===== src/rtl/lcm_pkg.sv =====
// Shared types and defaults for the LCM(1..n) prime-power sieve scheduler.
package lcm_pkg;

  localparam int WIDTH_DEF = 64;
  localparam int NMAX_DEF  = 63;

  // One load cycle plus one shift-add step per multiplier bit.
  function automatic int mult_lat(input int w);
    return w + 1;
  endfunction

  localparam int MULT_LAT = mult_lat(WIDTH_DEF);

  typedef enum logic [2:0] {
    IDLE,
    SCAN,
    POWER,
    MUL,
    MARK,
    FIN
  } state_t;

endpackage


===== src/rtl/seq_mult.sv =====
// Iterative shift-add multiplier, one multiplier bit per cycle, one request at a time.
// LCM_SCHED_OVF_EN widens the product to 2*W bits and reports a nonzero upper half on hi_nz.
module seq_mult
  import lcm_pkg::*;
#(
  parameter int W = WIDTH_DEF
) (
  input  logic         clk,
  input  logic         rst_n,
  input  logic         req,
  input  logic [W-1:0] a,
  input  logic [W-1:0] b,
  output logic         done,
  output logic [W-1:0] p,
  output logic         hi_nz
);

`ifdef LCM_SCHED_OVF_EN
  localparam int PW = 2 * W;
`else
  localparam int PW = W;
`endif
  localparam int CW = $clog2(W + 2);

  logic [PW-1:0] mcand;
  logic [PW-1:0] prod;
  logic [W-1:0]  mplier;
  logic [CW-1:0] cnt;
  logic          run;

  always_ff @(posedge clk or negedge rst_n) begin
    if (!rst_n) begin
      mcand  <= '0;
      prod   <= '0;
      mplier <= '0;
      cnt    <= '0;
      run    <= 1'b0;
      done   <= 1'b0;
    end else begin
      done <= 1'b0;
      if (req && !run) begin
        mcand  <= PW'(a);
        mplier <= b;
        prod   <= '0;
        cnt    <= CW'(mult_lat(W) - 1);
        run    <= 1'b1;
      end else if (run) begin
        if (mplier[0]) prod <= prod + mcand;
        mcand  <= mcand << 1;
        mplier <= mplier >> 1;
        cnt    <= cnt - 1'b1;
        if (cnt == CW'(1)) begin
          run  <= 1'b0;
          done <= 1'b1;
        end
      end
    end
  end

  assign p = prod[W-1:0];

`ifdef LCM_SCHED_OVF_EN
  assign hi_nz = |prod[PW-1:W];
`else
  assign hi_nz = 1'b0;
`endif

endmodule


===== src/rtl/lcm_sched.sv =====
// LCM(1..n) scheduler: prime-power sieve over a composite bitmap, one shared multiplier.
// Build with LCM_SCHED_OVF_EN to detect products wider than WIDTH bits.
//
// state | meaning
// IDLE  | waiting for start, outputs held
// SCAN  | find next unmarked k (a prime), or finish when k > n
// POWER | raise p to the largest power not exceeding n
// MUL   | acc = acc * p^e on the shared multiplier
// MARK  | mark multiples of p as composite, one per cycle
// FIN   | publish result, pulse done, drop busy
module lcm_sched
  import lcm_pkg::*;
#(
  parameter int WIDTH = WIDTH_DEF,
  parameter int NMAX  = NMAX_DEF
) (
  input  logic                        clk,
  input  logic                        rst_n,
  input  logic                        start,
  input  logic [$clog2(NMAX+1)-1:0]   n,
  output logic                        busy,
  output logic                        done,
  output logic [WIDTH-1:0]            result,
  output logic                        overflow
);

  localparam int NW = $clog2(NMAX + 1);
  localparam int KW = NW + 1;
  localparam int MW = NW + 2;
  localparam logic [NW-1:0] NMAX_N = NW'(NMAX);

  state_t           state;
  logic [NW-1:0]    n_lat;
  logic [KW-1:0]    k;
  logic [NW-1:0]    p_q;
  logic [NW-1:0]    pw;
  logic [MW-1:0]    m;
  logic [WIDTH-1:0] acc;
  logic [NMAX:0]    bitmap;
  logic             mul_req;
  logic             mul_done;
  logic [WIDTH-1:0] mul_p;
  logic             mul_hi_nz;
  logic [2*NW-1:0]  pw_next;

  // Full-width product so the bound test never wraps.
  assign pw_next = (2*NW)'(pw) * (2*NW)'(p_q);

  seq_mult #(.W(WIDTH)) u_mult (
    .clk   (clk),
    .rst_n (rst_n),
    .req   (mul_req),
    .a     (acc),
    .b     (WIDTH'(pw)),
    .done  (mul_done),
    .p     (mul_p),
    .hi_nz (mul_hi_nz)
  );

  always_ff @(posedge clk or negedge rst_n) begin
    if (!rst_n) begin
      state    <= IDLE;
      busy     <= 1'b0;
      done     <= 1'b0;
      result   <= '0;
      overflow <= 1'b0;
      acc      <= WIDTH'(1);
      bitmap   <= '0;
      n_lat    <= '0;
      k        <= '0;
      p_q      <= '0;
      pw       <= '0;
      m        <= '0;
      mul_req  <= 1'b0;
    end else begin
      done <= 1'b0;
      case (state)
        IDLE: begin
          if (start) begin
            n_lat    <= (n > NMAX_N) ? NMAX_N : n;
            acc      <= WIDTH'(1);
            bitmap   <= '0;
            k        <= KW'(2);
            overflow <= 1'b0;
            busy     <= 1'b1;
            state    <= SCAN;
          end
        end
        SCAN: begin
          if (k > KW'(n_lat)) begin
            state <= FIN;
          end else if (bitmap[k[NW-1:0]]) begin
            k <= k + 1'b1;
          end else begin
            p_q   <= k[NW-1:0];
            pw    <= k[NW-1:0];
            state <= POWER;
          end
        end
        POWER: begin
          if (pw_next <= (2*NW)'(n_lat)) begin
            pw <= pw_next[NW-1:0];
          end else begin
            mul_req <= 1'b1;
            state   <= MUL;
          end
        end
        MUL: begin
          mul_req <= 1'b0;
          if (mul_done) begin
            acc <= mul_p;
            if (mul_hi_nz) overflow <= 1'b1;
            m     <= MW'(p_q) << 1;
            state <= MARK;
          end
        end
        MARK: begin
          if (m <= MW'(n_lat)) begin
            bitmap[m[NW-1:0]] <= 1'b1;
            m <= m + MW'(p_q);
          end else begin
            k     <= KW'(p_q) + 1'b1;
            state <= SCAN;
          end
        end
        FIN: begin
          result <= acc;
          done   <= 1'b1;
          busy   <= 1'b0;
          state  <= IDLE;
        end
        default: state <= IDLE;
      endcase
    end
  end

endmodule


===== config.mk =====
export PLATFORM = sky130hd
export DESIGN_NAME = lcm_sched
export DESIGN_NICKNAME = d
export VERILOG_FILES = /design/src/rtl/lcm_pkg.sv /design/src/rtl/seq_mult.sv /design/src/rtl/lcm_sched.sv
export SDC_FILE = /design/constraint.sdc
export NUM_CORES = 1
export LEC_CHECK = 0
export BUFFER_PORTS_ARGS = -buffer_cell sky130_fd_sc_hd__clkbuf_2
export CAP_MARGIN = 15
export CORE_ASPECT_RATIO = 1.1
export CORE_MARGIN = 4
export CORE_UTILIZATION = 28
export CTS_CLUSTER_SIZE = 8
export DETAILED_ROUTE_END_ITERATION = 8
export GPL_ROUTABILITY_DRIVEN = 0
export PLACE_DENSITY = 0.55
export RECOVER_POWER = 25
export SLEW_MARGIN = 20
export SYNTH_ARGS = -nofsm -noshare
export SYNTH_HDL_FRONTEND = slang
export SYNTH_HIERARCHICAL = 1
export SYNTH_SLANG_ARGS = --single-unit

===== constraint.sdc =====
create_clock -name clk -period 4.4 [get_ports clk]
set_input_delay 0.44 -clock clk [delete_from_list [all_inputs] [get_ports clk]]
set_output_delay 0.44 -clock clk [all_outputs]
set_load 0.1 [all_outputs]

-- Word-level counts from Yosys, hierarchy flattened
Cells that the tools add are included.
- add/subtract/negate cells: 5
- multiply operators: 1
- order comparisons: 7
- eq/ne operators: 16
- muxes and demuxes: 50
- bitwise logic cells: 3
- reductions and logical operators: 24
- operators with widths (kind ; count):
    $mux W64 ; 11
    $pmux W64 S2 ; 2
    $add A64 B64 Y64 ; 1
    $or A64 B64 Y64 ; 1
    $mux W7 ; 6
    $mux W6 ; 4
    $pmux W7 S3 ; 1
    $mux W3 ; 6
    $mux W8 ; 2
    $ne A2 B2 Y1 const B ; 8
    $pmux W8 S2 ; 1
    $reduce_bool A2 Y1 ; 8
    $pmux W3 S5 ; 1
    $lt A6 B7 Y1 const B ; 2
    $le A12 B6 Y1 ; 1
    $mul A6 B6 Y12 ; 1
    $pmux W6 S2 ; 1
    $reduce_and A3 Y1 ; 4
    $mux W1 ; 11
    $reduce_and A5 Y1 ; 2
    $add A8 B6 Y8 ; 1
    $le A8 B6 Y1 ; 1
    $reduce_and A2 Y1 ; 4
    $add A6 B1 Y7 const B ; 1
    other kinds (20) ; 25
- flip-flop bits (word level): 432
- input port bits: 9

-- Logic depth before layout (Yosys ltp)
Gate-level depths: netlist of the first run.
- depth in word-level cells: 7
- gate-level depth with buffers: 18

-- Cells and area by module
The synthesis of the first run kept the hierarchy.
- modules (own cells, without submodules) (module ; times used ; cells each ; area an instance (µm²) ; seq. area each (µm²)):
    seq_mult ; 1 ; 1368 ; 12389.4 ; 5029.8
    lcm_sched ; 1 ; 1266 ; 11741.3 ; 5806.8

-- Worst setup path after synthesis of the first run
No wires, ideal clock.
- path type: register -> register
- start: register p_q[2]
- end: register pw[1]
- data arrival time: 4.469 ns
- data required time: 4.275 ns
- setup slack: -0.194 ns
- cell stages (with the launch flop): 17
- buffers on the path: 2
- clock period less this slack: 4.594 ns
- cell sequence: dfrtp_1 clkbuf_1 and2_1 fa_1 inv_1 fa_1 fa_1 inv_1 ha_1 clkbuf_1 a21o_1 a221oi_1 xor2_1 o211ai_1 nor4_1 a21oi_4 mux2_4
- longest elaborated chain between the ends: 4
- ends and longest elaborated chain (what ; RTL line ; text):
    start: declaration ; lcm_sched.sv:35 ; logic [NW-1:0] p_q;
    start signal: assignment ; lcm_sched.sv:95 ; p_q <= k[NW-1:0];
    $mul A6 B6 Y12 ; lcm_sched.sv:47 ; assign pw_next = (2*NW)'(pw) * (2*NW)'(p_q);
    $le A12 B6 Y1 ; lcm_sched.sv:101 ; if (pw_next <= (2*NW)'(n_lat)) begin
    $ne A2 B2 Y1 (no line) ; n/a ;
    $reduce_and A4 Y1 (no line) ; n/a ;
    end signal: assignment ; lcm_sched.sv:96 ; pw <= k[NW-1:0];
    end signal: assignment ; lcm_sched.sv:102 ; pw <= pw_next[NW-1:0];
    end: declaration ; lcm_sched.sv:36 ; logic [NW-1:0] pw;
No other way between the ends.
A chain may end at the register's enable or synchronous reset.

-- Worst setup path after layout of the first run
- start: register pw[2]
- end: register pw[3]
- longest elaborated chain between the ends: 4
- ends and longest elaborated chain (what ; RTL line):
    $mul A6 B6 Y12 * ; lcm_sched.sv:47
    $le A12 B6 Y1 ; lcm_sched.sv:101
    $ne A2 B2 Y1 (no line) ; n/a
    $reduce_and A4 Y1 (no line) ; n/a
Mark *: on every way between the ends. The rest lies on a longest branch, timed or not. The select of a mux whose other input is x is not followed.

==> results_dict.tcl, run 1 <==
set metrics [dict create \
    async_flop_share 1.00 \
    power_switching_mw 6.29 \
    vias_per_cell 4.81 \
    drive_gt1_frac 0.107 \
    ys.flop_type "dfrtp_1" \
    post-route-util 0.328 \
    violations "capacitance limit, slew limit" \
    avgSynthCellArea_um2 9.16 \
    clk_latency_ns 0.64 \
    grt_pass1_vias 19000 \
    slew_headroom -0.816 \
    min_from "start" \
    crit_type "reg2reg" \
    num-nets-final 2853 \
    netlist_area_um2 24100 \
    rr_endpoint "pw[3]" \
    dp.final_hpwl_mm 40.7 \
    p_sw_frac 0.395 \
    ir_worst_vdd_mv 0.466 \
    synth_cells 2634 \
    dpl.cell_count 3779 \
    vias 18700 \
    worstPathRequired_ns 4.91 \
    cts_root_buf "clkbuf_16" \
    cp.arrival_ns 4.82 \
    die_area_um2 90900 \
    post-place-ws_ns -0.0769 \
    synth_seq_cells 433 \
    row_count 112 \
    wl_mm 61.9 \
    power_density_nw_per_um2 570 \
    drc 0 \
    diodes 0 \
    cts.htree.levels 2 \
    cp_num_buf_inv 0 \
    place_area_um2 25900 \
    crit_start "pw[2]" \
    power_leakage_nw 13.4 \
    critPathLaunchType "flip-flop" \
    fin_cells 3875 \
    fin_ws_ns 0.0909 \
    grt_overflow_total 0 \
    max_stage_delay_ns 0.61 \
    firstDrtPassIters 5 \
    p_clk_frac 0.268 \
    core_um2 85200 \
    fin_area_um2 27900 \
    finalCritPeriodShare 0.979 \
    p_seq_frac 0.339 \
    track_usage 0.137 \
    grt_pass1_wl_mm 103 \
    worst_slew_pin_slew_ns 2.72 \
    clock-skew-final_ns 0.0587 \
    antenna_found_initial 0 \
    area_delta_synth_final_pct 15.7 \
    drt_iter0_drc 1217 \
    comb_power_share 0.393 \
    internal_power_mw 9.62 \
    layout_commonest_cell "nand2_1" \
    crit_fanout 6 \
    r2r_slack_ns 0.09 \
    port_buffers 75 \
    reg2regPathDepth 12 \
    hold_viol_final 0 \
    crit_top_cell "fa_1" \
    die_h_um 316 \
    yosysSeqAreaShare 0.449 \
    wl_per_cell_um 16.0 \
    hold_path_end "busy" \
    clkTransAtPathRegs_ns 0.06 \
    clk_path_buf_depth 3 \
    io_pins 76 \
    fillers 8898 \
    r2r-start "pw[2]" \
    yosysWarningCount 6 \
    cts_inserted_buffers 60 \
    fin_crit_ns 4.31 \
    fp.dieW_um 288 \
    setup_viol 0 \
    end_kind "flip-flop" \
    drv_cap 2 \
    critical-path-slowest-cell "fa_1" \
    grt_max_degree 136 \
    synth-edff-count 0 \
    hold_path.class "in2reg" \
    layout_common_cells "nand2_1 (608), dfrtp_1 (429), o21ai_0 (288)" \
    yosysUniqueCellTypes 93 \
    fmax_ghz 0.232 \
    cts.sinks 433 \
    slew_violations 137 \
    start_util 0.283 \
    path_cells "and2_4, fa_1, fa_1, fa_1, ha_4, a21o_1, a221oi_4, xor2_1, o211ai_1, nor4_4, a21oi_4, mux2_4" \
    path_delay_family "adder cells" \
    holdPathStages 3 \
    drtAntennaViolNets 0 \
    cts_tree "yes" \
    status "finished, violations left" \
]
-- power groups by stage --
stage	Clock, mW	Combinational, mW	Sequential [mW]
global route	4.57	6.96	5.50
finish	4.27	6.26	5.39
floorplan	0	4.28	5.37
global placement	0	5.82	5.45
CTS	4.44	6.01	5.40
detailed placement	0	5.86	5.46
-- stage by stage --
| step | TNS (ns) | total power, mW | hold slack (ns) |
|---|---|---|---|
| 2_1_floorplan | 0 | 9.65 | 0.144 |
| 3_3_place_gp | -0.413 | 11.3 | 0.459 |
| 3_5_place_dp | -0.405 | 11.3 | 0.462 |
| 4_1_cts | 0 | 15.8 | 0.141 |
| 5_1_grt | -0.0681 | 17.0 | 0.171 |
| 6_report | 0 | 15.9 | 0.167 |
-- sequential cells by signal, indices dropped and copies added (netlist names), 3 cells and up --
register / flops
u_mult/cnt: 7
u_mult/mcand: 64
bitmap: 64
acc: 64
state: 3
n_lat: 6
result: 64
u_mult/mplier: 64
u_mult/p: 64
m: 8
pw: 6
k: 7
p_q: 6
-- worst reg2reg max path, stage by stage (launching register included) --
cell and delay (ns):
dfrtp_2 0.45, and2_4 0.18, fa_1 0.50, fa_1 0.46, fa_1 0.61, ha_4 0.23
a21o_1 0.23, a221oi_4 0.35, xor2_1 0.22, o211ai_1 0.19, nor4_4 0.32, a21oi_4 0.13
mux2_4 0.32
-- how the worst max path moves through the flow --
stage,end,slack [ns],cells after the start
after floorplan,pw[0],0.02,17
after global placement,pw[1],-0.08,15
after detailed placement,pw[3],-0.08,15
after CTS,pw[3],0.001,16
after global routing,pw[3],-0.02,17
final,pw[3],0.09,12
-- area by class of cell --
cell class	instances	area [um2]	area share
clock buffer	79	1610	0.0578
clock inverter	3	65.1	0.00233
inverter	73	274	0.00981
multi-input combinational	2011	12700	0.457
sequential	433	10800	0.388
tap	1140	1430	0.0511
timing repair buffer	136	950	0.0340
-- layer usage --
layer  part of all wire  GRT usage  up-vias
met4              0.022     0.0404        0
li1                   -          -     9210
met1               0.47      0.187     9096
met2               0.47      0.224      273
met3              0.037     0.0212       79
met5                  0          0        -
-- cells in the mapped netlist, drive strengths merged, types with 7 or more instances --
| cell type | n | share of area |
|---|---|---|
| o21bai | 20 | 0.0065 |
| and3 | 18 | 0.0047 |
| and2 | 29 | 0.0076 |
| mux4 | 16 | 0.015 |
| mux2 | 11 | 0.0061 |
| mux2i | 136 | 0.056 |
| ha | 110 | 0.057 |
| fa | 19 | 0.016 |
| o31ai | 11 | 0.0053 |
| o211ai | 7 | 0.0022 |
| clkbuf | 150 | 0.023 |
| nand4 | 19 | 0.0049 |
| o21ai | 307 | 0.064 |
| xor2 | 30 | 0.011 |
| inv | 73 | 0.011 |
| a31oi | 81 | 0.022 |
| nor3 | 27 | 0.0061 |
| nor2 | 122 | 0.019 |
| o22ai | 14 | 0.0036 |
| nand3 | 39 | 0.0081 |
| a22o | 8 | 0.0029 |
| nand2b | 15 | 0.0042 |
| dfrtp | 432 | 0.45 |
| a21oi | 86 | 0.019 |
| buf | 24 | 0.0058 |
| a21o | 63 | 0.020 |
| nor2b | 15 | 0.0039 |
| or3 | 10 | 0.0026 |
| nand2 | 612 | 0.095 |
| nor4 | 7 | 0.0018 |
| xnor2 | 36 | 0.013 |
-- kinds of logic (layout without fill, tap and decap cells) --
family | Yosys count | in the layout | share of synthesized area
AOI/OAI and AO/OA | 656 | 656 | 0.169
xor gates and xnor gates | 66 | 66 | 0.0240
buffers and inverters | 247 | 291 | 0.0404
and+or+nand+nor | 938 | 938 | 0.166
muxes | 163 | 163 | 0.0779
other | 2 | 59 | 0.000311
DFF | 433 | 433 | 0.449
adders and majority gates | 129 | 129 | 0.0728
-- repair_timing --
action	CTS	global route
hold buffers	7	0
pin swaps	10	24
buffers inserted	2	7
resized for setup	9	27
setup endpoints to repair	6	7
hold endpoints to repair	100	0
(Power assumes the default switching activity.)
==> inputs of run 2 (changes only) <==
- RECOVER_POWER: 25 -> 50
==> run 2 against run 1 <==
  * The run still ends with capacitance limit, slew limit left
  * Global-route usage is the same
  * Sequential share of layout area is essentially flat
  * Total power is essentially flat
  * Setup slack is essentially flat
  * Critical path depth is the same
  * Non-clock buffer count is the same
==> results_dict.tcl, run 2 (synthesis gave the netlist of run 1 again) <==
set metrics [dict create \
    status "finished, violations left" \
    violations "capacitance limit, slew limit" \
    port_buffers 75 \
    grt_overflow_total 0 \
    max_stage_delay_ns 0.61 \
    grt_max_degree 136 \
    die_area_um2 90900 \
    power_mw 15.9 \
    layout_commonest_cell "nand2_1" \
    io_pins 76 \
    fillers 8901 \
    wl_per_cell_um 16.0 \
    hold_path.class "in2reg" \
    power_leakage_nw 13.4 \
    post-route-util 0.327 \
    drive_gt1_frac 0.101 \
    crit_top_cell "fa_1" \
    drtAntennaViolNets 0 \
    worst_slew_pin_slew_ns 2.72 \
    worstPathRequired_ns 4.91 \
    crit_fanout 6 \
    r2r_slack_ns 0.09 \
    dpl.cell_count 3779 \
    num-nets-final 2853 \
    fp.dieW_um 288 \
    grt_pass1_wl_mm 103 \
    ir_worst_vdd_mv 0.465 \
    area_delta_synth_final_pct 15.6 \
    fin_area_um2 27900 \
    clkTransAtPathRegs_ns 0.06 \
    track_usage 0.137 \
    start_util 0.283 \
    wl_mm 62.0 \
    clk_path_buf_depth 3 \
    fin_crit_ns 4.31 \
    power_density_nw_per_um2 571 \
    antenna_found_initial 0 \
    drt_iter0_drc 1216 \
    slew_violations 137 \
    core_um2 85200 \
    fin_cells 3875 \
    cp.arrival_ns 4.82 \
    vias_per_cell 4.82 \
    drv_cap 2 \
    die_h_um 316 \
    grt_pass1_vias 19000 \
    place_area_um2 25900 \
    crit_type "reg2reg" \
    finalCritPeriodShare 0.979 \
    fmax_ghz 0.232 \
    seq_area_um2 10800 \
    reg2regPathDepth 12 \
    crit_start "pw[2]" \
    crit_end "pw[3]" \
    drc 0 \
    cts.htree.levels 2 \
    cts.sinks 433 \
    layout_common_cells "nand2_1 (608), dfrtp_1 (429), o21ai_0 (288)" \
    dp.final_hpwl_mm 40.7 \
    diodes 0 \
    clock-skew-final_ns 0.0588 \
    slew_headroom -0.817 \
    critical-path-slowest-cell "fa_1" \
    multi_input_area_um2 12700 \
    rr_endpoint "pw[3]" \
    hold_viol_final 0 \
    critPathLaunchType "flip-flop" \
    cts_tree "yes" \
    path_cells "and2_4, fa_1, fa_1, fa_1, ha_4, a21o_1, a221oi_4, xor2_1, o211ai_1, nor4_4, a21oi_4, mux2_4" \
    cts_root_buf "clkbuf_16" \
    vias 18700 \
    holdPathStages 3 \
    clk_latency_ns 0.64 \
    cts_inserted_buffers 60 \
    row_count 112 \
    setup_viol 0 \
    end_kind "flip-flop" \
    r2r-start "pw[2]" \
    whs_ns 0.167 \
    firstDrtPassIters 5 \
]
run 2: cell count changes in the layout (fill, tap and decap cells not counted):
cell	change
clkbuf_1	+15
clkbuf_2	-15
run 2: repair_timing:
item                       CTS  global route
setup buffers                2             7
resized for setup            9            27
pin swaps                   10            24
hold buffers                 7             0
setup endpoints to repair    6             7
hold endpoints to repair   100             0
run 2: layer usage:
| metal | share of wire | GRT usage |
|---|---|---|
| met5 | 0 | 0 |
| met4 | 0.022 | 0.0404 |
| met3 | 0.037 | 0.0212 |
| met2 | 0.47 | 0.224 |
| met1 | 0.47 | 0.187 |
run 2: stage by stage:
step           TNS (ns)  setup slack (ns)
4_1_cts               0           0.00102
6_report              0            0.0909
5_1_grt         -0.0681           -0.0164
2_1_floorplan         0            0.0226
3_5_place_dp     -0.405           -0.0769
3_3_place_gp     -0.413           -0.0774
run 2: how the worst min path moves through the flow:
stage | slack, ns | endpoint | from
after floorplan | 0.14 | acc[10] | rst_n
final | 0.17 | busy | start
after CTS | 0.14 | busy | start
after detailed placement | 0.46 | result[15] | result[15]
after global placement | 0.46 | result[17] | result[17]
after global routing | 0.17 | busy | start
run 2: where the power goes:
part | switching [mW] | internal (mW) | leakage, nW
clock network | 1.75 | 2.51 | 0.812
registers | 0.706 | 4.69 | 5.89
logic | 3.84 | 2.42 | 6.68
run 2: area by class of cell:
type                    count  share of cell area
clock inverters             3             0.00233
well taps                1140              0.0511
inverters                  73             0.00982
flip-flops and latches    433               0.389
repair buffers            136              0.0334
multi-input cells        2011               0.457
clock buffers              79              0.0579
run 2: worst max-delay path, delay by kind of cell (launching register included):
family / cells / cell delay (ns)
AO/OA/AOI/OAI: 4 / 0.88
AND/OR/NAND/NOR: 2 / 0.50
XOR/XNOR: 1 / 0.22
multiplexers: 1 / 0.32
flip-flops: 1 / 0.45
adder cells (fa/ha/maj): 4 / 1.80
